--- config.mk ---
export PLATFORM = sky130hd
export DESIGN_NAME = exc_arbiter
export DESIGN_NICKNAME = d
export VERILOG_FILES = /design/src/rtl/exc_arbiter_pkg.sv /design/src/rtl/exc_arbiter_int_sync.sv /design/src/rtl/exc_arbiter.sv
export SDC_FILE = /design/constraint.sdc
export NUM_CORES = 1
export LEC_CHECK = 0
export BUFFER_PORTS_ARGS = -buffer_cell sky130_fd_sc_hd__clkbuf_2
export CORE_UTILIZATION = 45
export CTS_BUF_LIST = sky130_fd_sc_hd__clkbuf_2 sky130_fd_sc_hd__clkbuf_4 sky130_fd_sc_hd__clkbuf_8
export CTS_CLUSTER_SIZE = 10
export DETAILED_ROUTE_END_ITERATION = 10
export PLACE_DENSITY_LB_ADDON = 0.15
export REMOVE_ABC_BUFFERS = 1
export SYNTH_ARGS = -nofsm -noshare
export SYNTH_HDL_FRONTEND = slang
export SYNTH_SLANG_ARGS = --single-unit
--- constraint.sdc ---
create_clock -name clk -period 1.7 [get_ports clk]
set_clock_uncertainty 0.05 [all_clocks]
set_input_delay 0.085 -clock clk [delete_from_list [all_inputs] [get_ports clk]]
set_output_delay 0.085 -clock clk [all_outputs]
set_load 0.05 [all_outputs]
--- src/rtl/exc_arbiter_pkg.sv ---
// Shared definitions for the exception/interrupt arbiter.
//   - ExcCode constants written into the cause unit
//   - exc_req bit positions (bit 0 = highest priority)
//   - arbiter FSM state encoding
//   - priority encoder from exc_req to ExcCode
`ifndef EXC_ARBITER_DEFS
`define EXC_ARBITER_DEFS
`define ZERO   1'b0
`define UNKNOW 1'bx
`endif

package exc_arbiter_pkg;

    // ExcCode values
    localparam logic [4:0] EXC_INT  = 5'd0;
    localparam logic [4:0] EXC_ADEL = 5'd4;
    localparam logic [4:0] EXC_ADES = 5'd5;
    localparam logic [4:0] EXC_SYS  = 5'd8;
    localparam logic [4:0] EXC_BP   = 5'd9;
    localparam logic [4:0] EXC_RI   = 5'd10;
    localparam logic [4:0] EXC_OV   = 5'd12;
    localparam logic [4:0] EXC_TR   = 5'd13;

    // exc_req bit assignments, listed highest priority first
    localparam int EXC_BIT_ADEL_IF = 0;
    localparam int EXC_BIT_RI      = 1;
    localparam int EXC_BIT_OV      = 2;
    localparam int EXC_BIT_SYS     = 3;
    localparam int EXC_BIT_BP      = 4;
    localparam int EXC_BIT_ADEL_LD = 5;
    localparam int EXC_BIT_ADES    = 6;
    localparam int EXC_BIT_TR      = 7;

    typedef enum logic [1:0] {
        ST_IDLE    = 2'd0,
        ST_ABORT   = 2'd1,
        ST_FLUSH   = 2'd2,
        ST_HANDLER = 2'd3
    } arb_state_e;

    // Lowest set bit wins. Returns EXC_INT when nothing is requested.
    function automatic logic [4:0] exc_code_of(input logic [7:0] req);
        logic [4:0] code;
        code = EXC_INT;
        if      (req[EXC_BIT_ADEL_IF]) code = EXC_ADEL;
        else if (req[EXC_BIT_RI])      code = EXC_RI;
        else if (req[EXC_BIT_OV])      code = EXC_OV;
        else if (req[EXC_BIT_SYS])     code = EXC_SYS;
        else if (req[EXC_BIT_BP])      code = EXC_BP;
        else if (req[EXC_BIT_ADEL_LD]) code = EXC_ADEL;
        else if (req[EXC_BIT_ADES])    code = EXC_ADES;
        else if (req[EXC_BIT_TR])      code = EXC_TR;
        return code;
    endfunction

endpackage

--- src/rtl/exc_arbiter_int_sync.sv ---
// Register primitives and the hardware-interrupt synchroniser.
//   flopr    : WIDTH-bit register, synchronous active-low reset to zero
//              ports: clk, rst, d_i, q_o
//   flopren  : flopr with load enable
//              ports: clk, rst, en_i, d_i, q_o
//   int_sync : SYNC_STAGES-deep chain of flopr on a WIDTH-bit async bus
//              ports: clk, rst, d_i (async), q_o (synchronised)

module flopr #(
    parameter int WIDTH = 1
) (
    input  logic             clk,
    input  logic             rst,
    input  logic [WIDTH-1:0] d_i,
    output logic [WIDTH-1:0] q_o
);
    always_ff @(posedge clk) begin
        if (!rst) q_o <= '0;
        else      q_o <= d_i;
    end
endmodule

module flopren #(
    parameter int WIDTH = 1
) (
    input  logic             clk,
    input  logic             rst,
    input  logic             en_i,
    input  logic [WIDTH-1:0] d_i,
    output logic [WIDTH-1:0] q_o
);
    always_ff @(posedge clk) begin
        if (!rst)      q_o <= '0;
        else if (en_i) q_o <= d_i;
    end
endmodule

module int_sync #(
    parameter int SYNC_STAGES = 2,   // 2 or 3
    parameter int WIDTH       = 6
) (
    input  logic             clk,
    input  logic             rst,
    input  logic [WIDTH-1:0] d_i,
    output logic [WIDTH-1:0] q_o
);
    logic [WIDTH-1:0] stage_q [SYNC_STAGES];

    for (genvar g = 0; g < SYNC_STAGES; g++) begin : g_stage
        if (g == 0) begin : g_first
            flopr #(.WIDTH(WIDTH)) u_ff (
                .clk (clk),
                .rst (rst),
                .d_i (d_i),
                .q_o (stage_q[0])
            );
        end else begin : g_next
            flopr #(.WIDTH(WIDTH)) u_ff (
                .clk (clk),
                .rst (rst),
                .d_i (stage_q[g-1]),
                .q_o (stage_q[g])
            );
        end
    end

    assign q_o = stage_q[SYNC_STAGES-1];
endmodule

--- src/rtl/exc_arbiter.sv ---
// Exception / interrupt arbiter feeding the cause unit.
// Picks one event per sequence (synchronous exception beats interrupt),
// pulses exception_abort or irq_h/irq_s for one cycle, requests a pipeline
// flush and then waits in HANDLER until ERET retires.
//
// Ports
//   clk, rst          clock; synchronous active-low reset
//   exc_req[7:0]      exception requests, bit 0 highest priority
//   in_delay_slot     faulting instruction is in a delay slot
//   hw_int[5:0]       raw async interrupt lines (synchronised here)
//   sw_int[1:0]       software interrupt bits
//   int_mask[7:0]     IM[7:2] masks hw_int, IM[1:0] masks sw_int
//   int_enable        global interrupt enable
//   flush_ack         pipeline flush complete
//   eret              ERET retired
//   exception_abort   pulse: exception taken
//   exception_code    ExcCode of the taken event (held)
//   bd_p              delay-slot flag of the taken event (held)
//   irq_h, irq_s      pulses: hardware / software interrupt taken
//   ip_h, ip_s        pending masked interrupt snapshot (held)
//   flush_req         flush request level
//   busy              not IDLE
//
// state   | meaning
// IDLE    | sampling exc_req and eligible interrupts
// ABORT   | one cycle; event outputs valid, pulses high
// FLUSH   | flush_req held until flush_ack
// HANDLER | handler running, waiting for eret
module exc_arbiter
    import exc_arbiter_pkg::*;
#(
    parameter int N_HW_INT    = 6,
    parameter int SYNC_STAGES = 2
) (
    input  logic                clk,
    input  logic                rst,
    input  logic [7:0]          exc_req,
    input  logic                in_delay_slot,
    input  logic [N_HW_INT-1:0] hw_int,
    input  logic [1:0]          sw_int,
    input  logic [7:0]          int_mask,
    input  logic                int_enable,
    input  logic                flush_ack,
    input  logic                eret,
    output logic                exception_abort,
    output logic [4:0]          exception_code,
    output logic                bd_p,
    output logic                irq_h,
    output logic                irq_s,
    output logic [N_HW_INT-1:0] ip_h,
    output logic [1:0]          ip_s,
    output logic                flush_req,
    output logic                busy
);

    logic [N_HW_INT-1:0] sync_hw;
    logic [N_HW_INT-1:0] pend_h;
    logic [1:0]          pend_s;
    logic                exc_any;
    logic                int_elig;
    logic                armed_q;
    logic                take;
    logic                take_exc;
    logic                take_int;
    logic [1:0]          state_bits_q;
    arb_state_e          state_q;
    arb_state_e          state_d;
    logic [4:0]          code_d;

    int_sync #(
        .SYNC_STAGES (SYNC_STAGES),
        .WIDTH       (N_HW_INT)
    ) u_int_sync (
        .clk (clk),
        .rst (rst),
        .d_i (hw_int),
        .q_o (sync_hw)
    );

    assign pend_h   = sync_hw & int_mask[7:2];
    assign pend_s   = sw_int  & int_mask[1:0];
    assign exc_any  = |exc_req;
    assign int_elig = int_enable & ((|pend_h) | (|pend_s));

    // Low for the first edge after reset release so nothing is taken then.
    flopr #(.WIDTH(1)) u_armed (
        .clk (clk),
        .rst (rst),
        .d_i (1'b1),
        .q_o (armed_q)
    );

    // An exception in the same cycle as an interrupt wins; the level
    // interrupt is simply seen again once the FSM is back in IDLE.
    assign take     = (state_q == ST_IDLE) & armed_q & (exc_any | int_elig);
    assign take_exc = take & exc_any;
    assign take_int = take & ~exc_any;

    // State register
    flopr #(.WIDTH(2)) u_state (
        .clk (clk),
        .rst (rst),
        .d_i (state_d),
        .q_o (state_bits_q)
    );
    assign state_q = arb_state_e'(state_bits_q);

    // Next-state logic
    always_comb begin
        state_d = state_q;
        unique case (state_q)
            ST_IDLE:    if (take)      state_d = ST_ABORT;
            ST_ABORT:                  state_d = ST_FLUSH;
            ST_FLUSH:   if (flush_ack) state_d = ST_HANDLER;
            ST_HANDLER: if (eret)      state_d = ST_IDLE;
            default:                   state_d = ST_IDLE;
        endcase
    end

    // State-decoded outputs
    always_comb begin
        busy      = (state_q != ST_IDLE);
        flush_req = (state_q == ST_ABORT) | (state_q == ST_FLUSH);
    end

    // Event outputs, registered on the IDLE->ABORT edge
    assign code_d = take_exc ? exc_code_of(exc_req) : EXC_INT;

    flopr #(.WIDTH(1)) u_abort (
        .clk (clk), .rst (rst), .d_i (take_exc), .q_o (exception_abort)
    );
    flopr #(.WIDTH(1)) u_irq_h (
        .clk (clk), .rst (rst), .d_i (take_int & (|pend_h)), .q_o (irq_h)
    );
    flopr #(.WIDTH(1)) u_irq_s (
        .clk (clk), .rst (rst), .d_i (take_int & (|pend_s)), .q_o (irq_s)
    );
    flopren #(.WIDTH(5)) u_code (
        .clk (clk), .rst (rst), .en_i (take), .d_i (code_d), .q_o (exception_code)
    );
    flopren #(.WIDTH(1)) u_bd (
        .clk (clk), .rst (rst), .en_i (take), .d_i (in_delay_slot), .q_o (bd_p)
    );
    flopren #(.WIDTH(N_HW_INT)) u_ip_h (
        .clk (clk), .rst (rst), .en_i (take), .d_i (pend_h), .q_o (ip_h)
    );
    flopren #(.WIDTH(2)) u_ip_s (
        .clk (clk), .rst (rst), .en_i (take), .d_i (pend_s), .q_o (ip_s)
    );

endmodule

Yosys cells after proc, flatten, opt, wreduce, memory -nomap -nowiden
Index checks and enable logic that the tools add are counted.
{ "totals": {"reg_bits": 32, "inputBits": 30, "wordCells": 50, "output_inout_bits": 19} }
{ "classes": {"n_mux": 14, "bitwise": 13, "n_eq_ne": 6, "reduce_logical": 6} }
{ "op_table": {"columns": ["operator", "count"], "rows": [
  ["4-bit two-way mux", 8],
  ["2-bit case mux with 4 select lines", 1],
  ["8-bit OR reduction", 1],
  ["1-bit AND", 7],
  ["6-bit AND", 1],
  ["2-bit two-way mux", 3],
  ["2-bit != test (second input constant)", 3],
  ["6-bit OR reduction", 1],
  ["5-bit two-way mux", 1],
  ["2-bit equality test (second input constant)", 2],
  ["1-bit bitwise OR", 3],
  ["3-bit AND reduction", 1],
  ["2-bit AND", 1],
  ["2-bit by 1-bit equality test with 1-bit output (second input constant)", 1],
  ["2-bit zero test", 1],
  ["2-bit nonzero test", 1],
  ["2-bit OR reduction", 1],
  ["1-bit two-way mux", 1],
  ["1-bit inverter", 1]
]} }

Logic depth before layout (Yosys ltp)
Gate-level depths: netlist of run 1.
{ "logic_depth": {"word_depth": 9, "mapped_depth": 7, "mapped_depth_nobuf": 6} }

By module
Synthesis of run 1 repeated with hierarchy kept, for this count alone.
{ "hier_totals": {"hier_cells": 137, "area_unflattened_um2": 1378.8} }
{ "by_module_without_submodules": {"columns": ["module", "cells_each", "area_per_inst_um2", "n_inst", "seq_area_each_um2"], "rows": [
  ["exc_arbiter", 57, 375.4, 1, 0.0],
  ["flopr (u_int_sync.g_stage[0].g_first.u_ff ...)", 12, 157.7, 2, 120.1],
  ["flopren (u_ip_h)", 19, 229.0, 1, 120.1],
  ["flopren (u_code)", 16, 192.7, 1, 100.1],
  ["flopr (u_abort ...)", 2, 26.3, 4, 20.0],
  ["flopren (u_ip_s)", 6, 72.6, 1, 40.0],
  ["flopr (u_state)", 4, 52.6, 1, 40.0],
  ["flopren (u_bd)", 3, 36.3, 1, 20.0]
]} }

Worst setup path before layout of run 1
No wires, ideal clock.
{ "synth_path": {"kind": "reg2reg", "from": "register u_state.q_o[0]", "to": "register u_bd.q_o", "slack_ps": 26, "path_stages_with_launch": 8, "setup_ps": 72, "arrival_time_ps": 1552, "synth_period_minus_slack_ps": 1674, "t_required_ps": 1578, "path_buffers": 1, "path_cell_list": "dfxtp_1 inv_1 ha_1 and3_1 o21ai_1 and2_4 buf_12 mux2i_1"} }
{ "synth_between": {"elab_chain_len": 3} }
{ "synth_rtl": {"columns": ["item", "line_no", "text"], "rows": [
  ["start: declaration", "exc_arbiter_int_sync.sv:15", "output logic [WIDTH-1:0] q_o"],
  ["start signal: assignment", "exc_arbiter_int_sync.sv:19", "else q_o <= d_i;"],
  ["2-bit zero test", "exc_arbiter.sv:95", "assign take = (state_q == ST_IDLE) & armed_q & (exc_any | int_elig);"],
  ["1-bit AND (2 in a row)", "exc_arbiter.sv:95", null],
  ["end signal: assignment", "exc_arbiter_int_sync.sv:34", "else if (en_i) q_o <= d_i;"],
  ["end: declaration", "exc_arbiter_int_sync.sv:30", "output logic [WIDTH-1:0] q_o"]
]} }
Every way passes these cells.
A chain may end at the register's enable or synchronous reset.

Worst setup path after layout of run 1
{ "layout_path": {"from": "register u_state.q_o[0]", "to": "register u_ip_h.q_o[0]"} }
{ "layout_between": {"elab_chain_len": 3} }
{ "layout_rtl": {"columns": ["item", "line_no"], "rows": [
  ["2-bit zero test", "exc_arbiter.sv:95"],
  ["1-bit AND (2 in a row)", "exc_arbiter.sv:95"],
  ["end signal: assignment", "exc_arbiter_int_sync.sv:34"],
  ["end: declaration", "exc_arbiter_int_sync.sv:30"]
]} }
Every way passes these cells.

==> results of run 1 <==
-- what timing repair did --
item / CTS / global route
gates resized for setup: 2 / 2
cloned: 1 / 0
endpoints found under the setup margin: 9 / 10
pin swaps: 1 / 0
hold buffers: 17 / 0
hold endpoints to repair: 15 / 0
-- worst paths after layout --
path | startpoint | to | slack [ns] | cells past startpoint
setup / recovery | u_state.q_o[0]$_SDFFE_PN0P_ | u_ip_h.q_o[0]$_SDFFE_PN0P_ | 0.10 | 6
hold / removal | exc_req[0] | u_code.q_o[2]$_SDFFE_PN0P_ | 0.03 | 3
setup reg to reg | u_state.q_o[0]$_SDFFE_PN0P_ | u_ip_h.q_o[0]$_SDFFE_PN0P_ | 0.10 | 6
hold reg to reg | u_int_sync.g_stage[0].g_first.u_ff.q_o[4]$_SDFF_PN0_ | u_int_sync.g_stage[1].g_next.u_ff.q_o[4]$_SDFF_PN0_ | 0.39 | 1
-- routing by layer --
layer  GRT usage  vias to the layer above
li1            -                      585
met1       0.221                      522
met2       0.330                       35
met3      0.0585                        8
met4       0.121                        0
met5           0                        -
-- critical path, delay by kind of cell, from the launching register on --
family,cells,cell delay [ns]
AOI/OAI and AO/OA,1,0.11
adders and majority gates,1,0.19
buffers and inverters,1,0.10
DFF,1,0.36
muxes,1,0.24
and+or+nand+nor,2,0.46
-- flip-flops by register name (all words and copies together), names as in the netlist --
name and count:
u_bd.q_o 1, u_irq_s.q_o 1, u_int_sync.g_stage.g_next.u_ff.q_o 6, u_state.q_o 2, u_armed.q_o 1, u_ip_s.q_o 2
u_abort.q_o 1, u_irq_h.q_o 1, u_code.q_o 4, u_int_sync.g_stage.g_first.u_ff.q_o 6, u_ip_h.q_o 6
-- cell usage in the layout, fill, tap and decap left out, types with 3 or more instances in the layout --
cell           instances
clkbuf_2              47
dfxtp_1               31
dlygate4sd3_1         17
nand2_1               15
and2_1                12
mux2i_1               11
nand3_1               10
nor2_1                10
inv_1                  6
clkbuf_4               5
a22oi_1                3
a21oi_1                3
ha_1                   3
buf_4                  3
-- cell families (layout without fill, tap and decap cells) --
| family | Yosys count | after routing | synth area share |
|---|---|---|---|
| DFF | 31 | 31 | 0.483 |
| and+or+nand+nor | 56 | 57 | 0.224 |
| other | 1 | 1 | 0.00292 |
| AOI/OAI and AO/OA | 16 | 16 | 0.105 |
| buffers and inverters | 13 | 81 | 0.0595 |
| muxes | 11 | 11 | 0.0858 |
| adders and majority gates | 4 | 4 | 0.0390 |
-- metrics by stage --
| stage | area, um^2 | utilization | instances |
|---|---|---|---|
| finish | 1810 | 0.661 | 232 |
| global route | 1810 | 0.661 | 232 |
| CTS | 1800 | 0.657 | 232 |
| detailed placement | 1530 | 0.558 | 206 |
| global placement | 1530 | 0.558 | 206 |
| floorplan | 1230 | - | 125 |
-- layout make-up --
cell class | instances | area (um^2) | area share
inverter | 6 | 22.5 | 0.0125
tap | 31 | 38.8 | 0.0215
timing repair buffer | 67 | 428 | 0.237
sequential | 31 | 621 | 0.343
clock buffer | 6 | 51.3 | 0.0284
multi-input combinational | 89 | 612 | 0.338
clock inverter | 2 | 35.0 | 0.0194
-- power groups by stage --
stage                     Combinational [mW]  Sequential, mW  Clock, mW
after floorplan                        0.380           0.964          0
after global placement                 0.667           0.838          0
after detailed placement               0.677           0.841          0
after CTS                              0.726           0.824      0.616
after global routing                   0.799           0.833      0.648
final                                  0.752           0.824      0.598
==> flow_metrics.py, run 1 <==
metrics = {
    "run_status": {
        "outcome": "finished, final reports clean",
    },
    "place": {
        "io_buffers": 47,
        "hpwlAfterDp_um": 1740,
        "place_congestion": 0.818,
        "place_ws_ns": -0.0174,
    },
    "floorplan": {
        "die_w_um": 55.4,
        "row_count": 19,
        "die_area_um2": 3070,
        "start_util": 0.470,
        "pin_count": 49,
        "design.core.area_um2": 2730,
        "die_y_um": 55.4,
    },
    "finish": {
        "nFillCells": 243,
        "fin_nets": 234,
        "layout-drive-gt1-share": 0.323,
        "area_delta_synth_final_pct": 40.8,
        "diodes": 0,
    },
    "clock_tree": {
        "cts_buffer_depth": 2,
        "worst_skew_pair.late_latency_ns": 0.33,
        "path_clk_slew_ns": 0.10,
        "cts_tree": "built",
        "clock_sinks": 31,
        "post-cts-setup-buffer-count": 0,
        "cts_htree_levels": 2,
        "root_buffer": "clkbuf_4",
        "cts_inserted_buffers": 5,
    },
    "synth": {
        "synthTopCellsByArea": "dfxtp_1 48%, mux2i_1 8.6%, and2_1 5.8%",
        "synthCells": 132,
        "synthTopCellsByCount": "31 x dfxtp_1, 15 x nand2_1, 12 x and2_1",
        "synth-edff-count": 0,
        "ys_warn_count": 0,
        "synth_area_per_cell_um2": 9.73,
        "ys_ff_latch": 31,
        "synth.most_common_cell": "dfxtp_1",
        "ys_seq_area_frac": 0.483,
        "synth_top_area_cell": "dfxtp_1",
        "synth_flop_cell": "dfxtp_1",
        "async_flop_share": 0,
        "yosys.area.top_type_share": 0.483,
        "synth.distinct_cells": 31,
        "synth_area_um2": 1280,
    },
    "critical_path": {
        "critPathSlowestCell": "dfxtp_1",
        "crit_type": "reg2reg",
        "cp.required_ns": 1.90,
        "crit_chain": "inv_1 > ha_4 > and3_1 > o21ai_2 > and2_4 > mux2i_1",
        "max_stage_delay_ns": 0.36,
        "worst-path-max-fanout": 5,
        "worstPathArrival_ns": 1.80,
        "critPathCaptureType": "flop",
        "start_kind": "flop",
    },
    "power_and_ir_drop": {
        "combPwrFrac": 0.346,
        "p_leak_nw": 0.849,
        "p_int_mw": 1.43,
        "power.density_nw_per_um2": 1200,
        "totalPowerFinal_mw": 2.17,
        "p_sw_frac": 0.344,
        "vdd_ir_drop_max_v": 0.00104,
        "clockPowerShare": 0.275,
        "p_seq_frac": 0.379,
        "p_switching_mw": 0.748,
    },
    "timing": {
        "slew_headroom": 0.570,
        "setup_ws_ns": 0.101,
        "period_share": 0.940,
        "fin_crit_ns": 1.60,
        "hold_ws_ns": 0.0311,
        "tightest_slew_ns": 0.646,
        "setup_violations": 0,
        "hold_viol_final": 0,
        "fmax_ghz": 0.626,
        "rsz0062_at_grt": "no",
        "tns_ns": 0,
        "drv_slew": 0,
    },
    "worst_hold_path": {
        "holdCritPathClass": "in2reg",
    },
    "detailed_routing": {
        "drtIter0Drc": 46,
        "via_per_inst": 4.96,
        "top_layer": "met4",
        "drtPass1Iterations": 7,
        "drcViolationCount": 0,
        "wl_met1_um": 1180,
        "ant_nets": 0,
        "wl_um": 2710,
        "route.met2.wl_um": 1340,
        "vias": 1150,
        "wl_met3_um": 123,
        "wl_per_cell_um": 11.7,
    },
    "global_route": {
        "grt_pass1_wl_um": 4710,
        "gr-total-overflow": 0,
        "grt_pass1_vias": 1098,
        "grtUsageTotal": 0.198,
        "antenna_found_initial": 0,
        "grt_max_degree": 40,
    },
    "job": {
        "maxCapViolCount": 0,
    },
}
(Power assumes the default switching activity.)
==> run 2, diff against run 1 <==
- BUFFER_PORTS_ARGS: -buffer_cell sky130_fd_sc_hd__clkbuf_2 -> -buffer_cell sky130_fd_sc_hd__buf_2
==> run 2 against run 1 <==
  * Critical path depth increased by 1
  * Maximum frequency decreased by 2.3%
  * Register-to-register slack about the same
  * Power decreased by 8.2%
  * First-iteration DRC count decreased by 15%
  * Routed wire length increased by 4.7%
  * Sequential cell count unchanged
==> flow_metrics.py, run 2 (synthesized netlist as in run 1, its figures left out) <==
metrics = {
    "floorplan": {
        "die_w_um": 55.4,
        "start_util": 0.470,
        "pin_count": 49,
        "design.core.area_um2": 2730,
        "die_area_um2": 3070,
        "row_count": 19,
        "die_y_um": 55.4,
    },
    "finish": {
        "layout-drive-gt1-share": 0.333,
        "postLayoutCoreUtil": 0.656,
        "area_delta_synth_final_pct": 39.7,
        "top_regs": "u_int_sync.g_stage.g_first.u_ff.q_o (6), u_int_sync.g_stage.g_next.u_ff.q_o (6), u_ip_h.q_o (6)",
        "mostFrequentLayoutCell": "buf_2",
        "fin_nets": 235,
        "layout_common_cells": "47 x buf_2, 31 x dfxtp_1, 17 x dlygate4sd3_1, 15 x nand2_1, 12 x and2_1",
        "fin_area_um2": 1790,
        "diodes": 0,
    },
    "global_route": {
        "grt_use_met3": 0.0585,
        "grtUsageTotal": 0.196,
        "gr-total-overflow": 0,
        "grt_util_met2": 0.360,
        "grt_pass1_vias": 1119,
        "grt_pass1_wl_um": 4700,
        "grt_max_degree": 40,
        "antenna_found_initial": 0,
        "met1_usage": 0.199,
        "grt_busiest_layer": "met2",
    },
    "detailed_routing": {
        "drtIter0Drc": 39,
        "ant_nets": 0,
        "wl_per_cell_um": 12.2,
        "vias": 1140,
        "wl_um": 2840,
        "drtPass1Iterations": 4,
        "drcViolationCount": 0,
        "via_per_inst": 4.91,
    },
    "clock_tree": {
        "cts_inserted_buffers": 5,
        "cts_tree": "built",
        "post-cts-setup-buffer-count": 0,
        "worst_skew_pair.late_latency_ns": 0.32,
        "cts_buffer_depth": 2,
        "path_clk_slew_ns": 0.09,
        "clock_sinks": 31,
        "cts_htree_levels": 2,
        "root_buffer": "clkbuf_4",
    },
    "power_and_ir_drop": {
        "p_seq_frac": 0.410,
        "p_sw_frac": 0.365,
        "clockPowerShare": 0.211,
        "p_int_mw": 1.27,
        "vdd_ir_drop_max_v": 0.000827,
        "totalPowerFinal_mw": 2.00,
        "power.density_nw_per_um2": 1110,
        "p_switching_mw": 0.728,
        "combPwrFrac": 0.379,
        "p_leak_nw": 0.851,
    },
    "timing": {
        "hold_viol_final": 0,
        "setup_violations": 0,
        "slew_headroom": 0.612,
        "rsz0062_at_grt": "no",
        "tns_ns": 0,
        "hold_ws_ns": 0.0359,
        "drv_slew": 0,
        "fmax_ghz": 0.611,
        "period_share": 0.962,
        "fin_crit_ns": 1.64,
        "tightest_slew_ns": 0.582,
    },
    "critical_path": {
        "worstReg2RegStart": "u_state.q_o[0]$_SDFFE_PN0P_",
        "worst-path-max-fanout": 5,
        "worstPathArrival_ns": 1.83,
        "reg2reg_depth": 6,
        "reg2reg_to": "u_code.q_o[0]$_SDFFE_PN0P_",
        "worstSetupStartpoint": "int_mask[3]",
        "endpoint": "u_ip_h.q_o[0]$_SDFFE_PN0P_",
        "rrSetupSlack_ns": 0.09,
        "cp.required_ns": 1.90,
        "critPathCaptureType": "flop",
        "start_kind": "input pin",
        "crit_type": "in2reg",
    },
    "place": {
        "place_congestion": 0.814,
        "io_buffers": 47,
        "hpwlAfterDp_um": 1790,
        "dpl_cell_area_um2": 1530,
    },
    "run_status": {
        "outcome": "finished, final reports clean",
    },
    "worst_hold_path": {
        "holdCritPathClass": "in2reg",
    },
    "job": {
        "maxCapViolCount": 0,
    },
}
==> run 2: routing by layer <==
layer / wire length, um / vias up
li1: - / 583
met1: 1150 / 521
met2: 1530 / 29
met3: 114 / 7
met4: 46 / 0
met5: 0 / -
==> run 2: per-stage QoR <==
stage                     cells  setup WS (ns)
after detailed placement    207        -0.0160
final                       232         0.0646
after global placement      207         0.0317
after floorplan             125         0.0284
after global routing        232         0.0164
after CTS                   232        0.00302
==> run 2: cell type report <==
class	instances	area, um^2
clock buffers	6	51.3
clock inverters	1	5.00
fillers	234	941
inverters	6	22.5
multi-input cells	89	619
flip-flops and latches	31	621
well taps	31	38.8
repair buffers	68	435
==> run 2: worst max-delay path: stages <==
cell           delay [ns]
dlygate4sd3_1        0.54
buf_2                0.13
a22oi_1              0.25
nand3_2              0.14
o21ai_4              0.23
and2_4               0.25
mux2i_1              0.21
==> run 2: worst min path at each step <==
stage	slack [ns]	startpoint	end	cells after the start
after CTS	0.02	exc_req[0]	u_code.q_o[2]$_SDFFE_PN0P_	3
after global routing	0.04	exc_req[0]	u_code.q_o[2]$_SDFFE_PN0P_	3
after floorplan	0.06	rst	u_armed.q_o$_DFF_P_	0
after global placement	0.24	hw_int[1]	u_int_sync.g_stage[0].g_first.u_ff.q_o[1]$_SDFF_PN0_	2
after detailed placement	0.24	hw_int[5]	u_int_sync.g_stage[0].g_first.u_ff.q_o[5]$_SDFF_PN0_	2
final	0.04	exc_req[0]	u_code.q_o[2]$_SDFFE_PN0P_	3
==> run 2: repair_timing <==
item | 4_1_cts | 5_1_grt
endpoints found under the hold margin | 15 | 0
gates cloned | 1 | 0
hold buffers | 17 | 0
setup endpoints to repair | 9 | 6
pin swaps | 1 | 2
resized for setup | 2 | 4
==> run 2: power by group through the flow <==
stage	Sequential (mW)	Combinational [mW]	Clock, mW
2_1_floorplan	0.964	0.380	0
3_3_place_gp	0.834	0.681	0
3_5_place_dp	0.836	0.695	0
4_1_cts	0.819	0.746	0.437
5_1_grt	0.825	0.808	0.467
6_report	0.819	0.757	0.421
